--- config.mk ---
export PLATFORM = sky130hd
export DESIGN_NAME = booth_mult_seq
export DESIGN_NICKNAME = d
export VERILOG_FILES = /design/src/rtl/booth_mult_seq.sv
export SDC_FILE = /design/constraint.sdc
export NUM_CORES = 1
export LEC_CHECK = 0
export BUFFER_PORTS_ARGS = -buffer_cell sky130_fd_sc_hd__buf_2
export CELL_PAD_IN_SITES_DETAIL_PLACEMENT = 2
export CELL_PAD_IN_SITES_GLOBAL_PLACEMENT = 2
export CORE_MARGIN = 1.5
export CORE_UTILIZATION = 35
export CTS_BUF_LIST = sky130_fd_sc_hd__clkbuf_16
export CTS_CLUSTER_SIZE = 12
export DETAILED_ROUTE_END_ITERATION = 8
export GPL_ROUTABILITY_DRIVEN = 0
export HOLD_SLACK_MARGIN = 0.06
export PLACE_DENSITY = 0.75
export SKIP_CTS_REPAIR_TIMING = 1
export SLEW_MARGIN = 20
export SYNTH_ARGS = -nofsm -noshare
export SYNTH_HDL_FRONTEND = slang
export SYNTH_SLANG_ARGS = --single-unit
--- constraint.sdc ---
create_clock -name clk -period 6 [get_ports clk]
set_input_delay 1.2 -clock clk [delete_from_list [all_inputs] [get_ports clk]]
set_output_delay 1.2 -clock clk [all_outputs]
set_load 0.005 [all_outputs]
--- src/rtl/booth_mult_seq.sv ---
// Sequential signed Booth multiplier: radix-2 by default, radix-4 modified Booth
// when BOOTH_RADIX4_EN is defined.
module booth_mult_seq #(
   parameter int unsigned WIDTH = 16
) (
   input  logic                 clk,
   input  logic                 rst_n,
   input  logic                 start,
   input  logic [WIDTH-1:0]     multiplicand,
   input  logic [WIDTH-1:0]     multiplier,
   output logic                 busy,
   output logic                 done,
   output logic [2*WIDTH-1:0]   product
);

`ifdef BOOTH_RADIX4_EN
   localparam int unsigned ITER = WIDTH / 2;
   localparam int unsigned AW   = WIDTH + 2;
`else
   localparam int unsigned ITER = WIDTH;
   localparam int unsigned AW   = WIDTH + 1;
`endif
   localparam int unsigned CW = $clog2(ITER + 1);

   typedef enum logic [1:0] {StIdle, StRun, StDone} state_e;

   state_e           state_q;
   logic [AW-1:0]    a_q, a_sum, a_nxt, m_ext, addend;
   logic [WIDTH-1:0] m_q, q_q, q_nxt;
   logic             qm1_q, qm1_nxt;
   logic [CW-1:0]    count_q;

   // A is wider than M so that -2^(WIDTH-1) (and 2M in radix-4) never overflows
   assign m_ext = {{(AW - WIDTH){m_q[WIDTH-1]}}, m_q};

   always_comb begin
      addend = '0;
`ifdef BOOTH_RADIX4_EN
      unique case ({q_q[1:0], qm1_q})
         3'b001, 3'b010: addend = m_ext;
         3'b011:         addend = {m_ext[AW-2:0], 1'b0};
         3'b100:         addend = '0 - {m_ext[AW-2:0], 1'b0};
         3'b101, 3'b110: addend = '0 - m_ext;
         default:        addend = '0;
      endcase
      a_sum   = a_q + addend;
      a_nxt   = {{2{a_sum[AW-1]}}, a_sum[AW-1:2]};
      q_nxt   = {a_sum[1:0], q_q[WIDTH-1:2]};
      qm1_nxt = q_q[1];
`else
      case ({q_q[0], qm1_q})
         2'b01:   addend = m_ext;
         2'b10:   addend = '0 - m_ext;
         default: addend = '0;
      endcase
      a_sum   = a_q + addend;
      a_nxt   = {a_sum[AW-1], a_sum[AW-1:1]};
      q_nxt   = {a_sum[0], q_q[WIDTH-1:1]};
      qm1_nxt = q_q[0];
`endif
   end

   always_ff @(posedge clk or negedge rst_n) begin
      if (!rst_n) begin
         state_q <= StIdle;
         busy    <= 1'b0;
         done    <= 1'b0;
         product <= '0;
         a_q     <= '0;
         m_q     <= '0;
         q_q     <= '0;
         qm1_q   <= 1'b0;
         count_q <= '0;
      end else begin
         done <= 1'b0;
         unique case (state_q)
            StIdle, StDone: begin
               if (start) begin
                  m_q     <= multiplicand;
                  q_q     <= multiplier;
                  a_q     <= '0;
                  qm1_q   <= 1'b0;
                  count_q <= CW'(ITER);
                  busy    <= 1'b1;
                  state_q <= StRun;
               end else begin
                  state_q <= StIdle;
               end
            end
            StRun: begin
               a_q     <= a_nxt;
               q_q     <= q_nxt;
               qm1_q   <= qm1_nxt;
               count_q <= count_q - CW'(1);
               if (count_q == CW'(1)) begin
                  product <= {a_nxt[WIDTH-1:0], q_nxt};
                  done    <= 1'b1;
                  busy    <= 1'b0;
                  state_q <= StDone;
               end
            end
            default: state_q <= StIdle;
         endcase
      end
   end

endmodule

==> metrics.cfg <==
[final_layout]
layout.nets = 619
final_layout_size_suffix_gt1_share_pct = 19.05
diodes = 0
fill_cells = 1479
final_common_cell = nand2_1
syn_to_final_growth_pct = 17.03
multi_input_area_um2 = 2302
regArea_um2 = 2252
layout_common_cells = 154 x nand2_1, 90 x dfrtp_1, 67 x buf_2

[sta]
finalCriticalPeriod_ns = 4.034
setup_violations = 0
tns_ns = 0
rsz0062_at_grt = false
worstMarginPinSlew_ns = 0.8590
relSlewSlack_pct = 42.60
maxSlewViolCount = 0
fin_skew_ns = 0.007021
hold_ws_ns = 0.4735
final_hold_viol_count = 0
max_freq_mhz = 247.9
fin_crit_sh_pct = 67.23

[clocking]
numCtsBuffers = 9
cts_sinks = 90
cts_buffer_depth = 2
clk_pin_slew_worst_paths_ns = 0.07
cts_root_buffer = clkbuf_16
cts-htree-levels = 3
cts_tree = yes
worstSkewPairLatency_ns = 0.35

[outcome]
status = complete, no violations

[routing]
totalWireLength_um = 13220
drt-initial-drc-count = 120
wire_per_inst_um = 17.80
via_count = 3902
dr.pass1.iters = 4
drc = 0
viasPerCell = 5.252
postRouteAntennaNets = 0

[logic_synthesis]
synth.avg_cell_area_um2 = 9.270
synth_nets = 561
ys_seq_area_share_pct = 48.21
netlist.area_leader.share_pct = 48.21
synth.largest_area_cell = dfrtp_1
synth_cell_types = 50
synthCells = 504
ys_warn_count = 0
ys_ff_latch = 90
synthArstFlopShare_pct = 100.0
synth-edff-count = 0
yosys-top-cells-area = dfrtp_1 48%, nand2_1 12%, ha_1 5.6%
synthFlopType = dfrtp_1
netlist_area_um2 = 4672

[pwr]
leakagePower_uw = 0.002669
powerDensity_nw_per_um2 = 611.6
power.total_uw = 3344
ir_drop_v = 0.0002021

[critical_path]
cp_cell_sequence = inv_1, ha_1, or4b_4, nor2_1, nand2_2, xor2_1, a22oi_1, nor2_1, ha_1, a211oi_1, o21bai_1, a221o_1, a31oi_1, xor2_2, and2_1, mux2_4
cp.arrival_ns = 4.27
slowest_stage = or4b_4
startpoint_type = flip-flop
cp-end-kind = flip-flop
slowest_delay_ns = 0.52
path_class = flip-flop to flip-flop
crit_required_ns = 6.24
worstPathMaxFanout = 7

[grt]
grt_pass1_vias = 4469
grt_max_degree = 59
antenna_found_initial = 0
grt_pass1_wl_um = 22540
grtUsageTotal_pct = 20.23
grt-ovfl-total = 0

[hold_path]
hold_path.class = flip-flop to flip-flop

[floorplan]
io_pins = 69
die_y_um = 118.5
initial_core_util_pct = 35.56
rows = 42
fp.coreArea_um2 = 13140
fp.dieArea_um2 = 14050
die_x_um = 118.5

[job]
max_cap_violations = 0

[place]
io_buffers = 68
dp_hpwl_um = 9115

## per-layer routing
layer  GRT usage (%)  part of all wire (%)  up-vias
met5               0                     0        -
met2           37.14                    52       55
met4           7.229                   2.0        0
met1           23.44                    43     1996
met3           3.764                   3.4       16
li1                -                     -     1835
## where the power goes
part           switching [uW]  leakage (uW)  internal [uW]
Combinational             931       0.00143            694
Sequential                245       0.00109            909
Clock                     247      0.000144            319
Total                    1420       0.00267           1920
## critical path: cells and delay by family (launching register included)
| family | cells | cell delay (ns) |
|---|---|---|
| mux | 1 | 0.26 |
| xor+xnor | 2 | 0.29 |
| compound gates | 5 | 1.19 |
| flops | 1 | 0.41 |
| fa+ha+maj | 2 | 0.61 |
| buf+inv | 1 | 0.10 |
| simple gates | 5 | 1.04 |
## through the flow
step                      setup WS [ns]  util [%]  cell area, um^2  instances
after floorplan                   2.419         -             4672        504
after global placement            2.172     39.44             5181        727
after detailed placement          1.966     39.44             5181        727
after CTS                         1.942     41.62             5468        743
after global routing              1.627     41.62             5468        743
final                             1.966     41.62             5468        743
## cell type report
cell class | instances | share of cell area (%)
multi-input cells | 380 | 42.11
clock buffers | 9 | 4.119
flip-flops and latches | 90 | 41.19
repair buffers | 72 | 6.819
well taps | 176 | 4.027
clock inverters | 7 | 1.121
inverters | 9 | 0.6178
## path summary, 6_finish.rpt
path | endpoint | slack, ns | start | cells past startpoint
hold / removal | busy | 0.47 | busy | 2
setup reg to reg | a_q[15] | 1.97 | m_q[0] | 16
min in group asynchronous | m_q[12] | 0.79 | rst_n | 1
max in group asynchronous | q_q[8] | 4.11 | rst_n | 2
hold reg to reg | busy | 0.47 | busy | 2
setup / recovery | a_q[15] | 1.97 | m_q[0] | 16
## sequential cells by signal, summed over array words and instances (netlist names)
signal and count:
state_q 2, count_q 5, q_q 16, busy 1, a_q 16, done 1
product 32, m_q 16, qm1_q 1
## kinds of logic (layout without fill, tap and decap cells)
logic type,after synthesis,in the layout,share of synthesized area (%)
xor gates and xnor gates,27,27,5.222
buffers and inverters,34,97,2.785
AOI/OAI and AO/OA,102,102,14.92
muxes,12,12,2.973
and+or+nand+nor,217,217,19.85
DFF,90,90,48.21
adders and majority gates,22,22,6.052
## Yosys cell counts, types with 5 or more instances
library cell and n:
a22oi_1 26, ha_1 21, clkbuf_1 20, mux2_2 11, a21oi_1 16, nand2_1 154, inv_1 9, xor2_1 7
dfrtp_1 90, nand3_1 5, nand2b_1 5, xnor2_1 19, o21ai_0 20, nor3_1 8, nor2_1 25, nor2b_1 6
a22o_1 12
No activity file was read; power rests on OpenSTA's default activity.
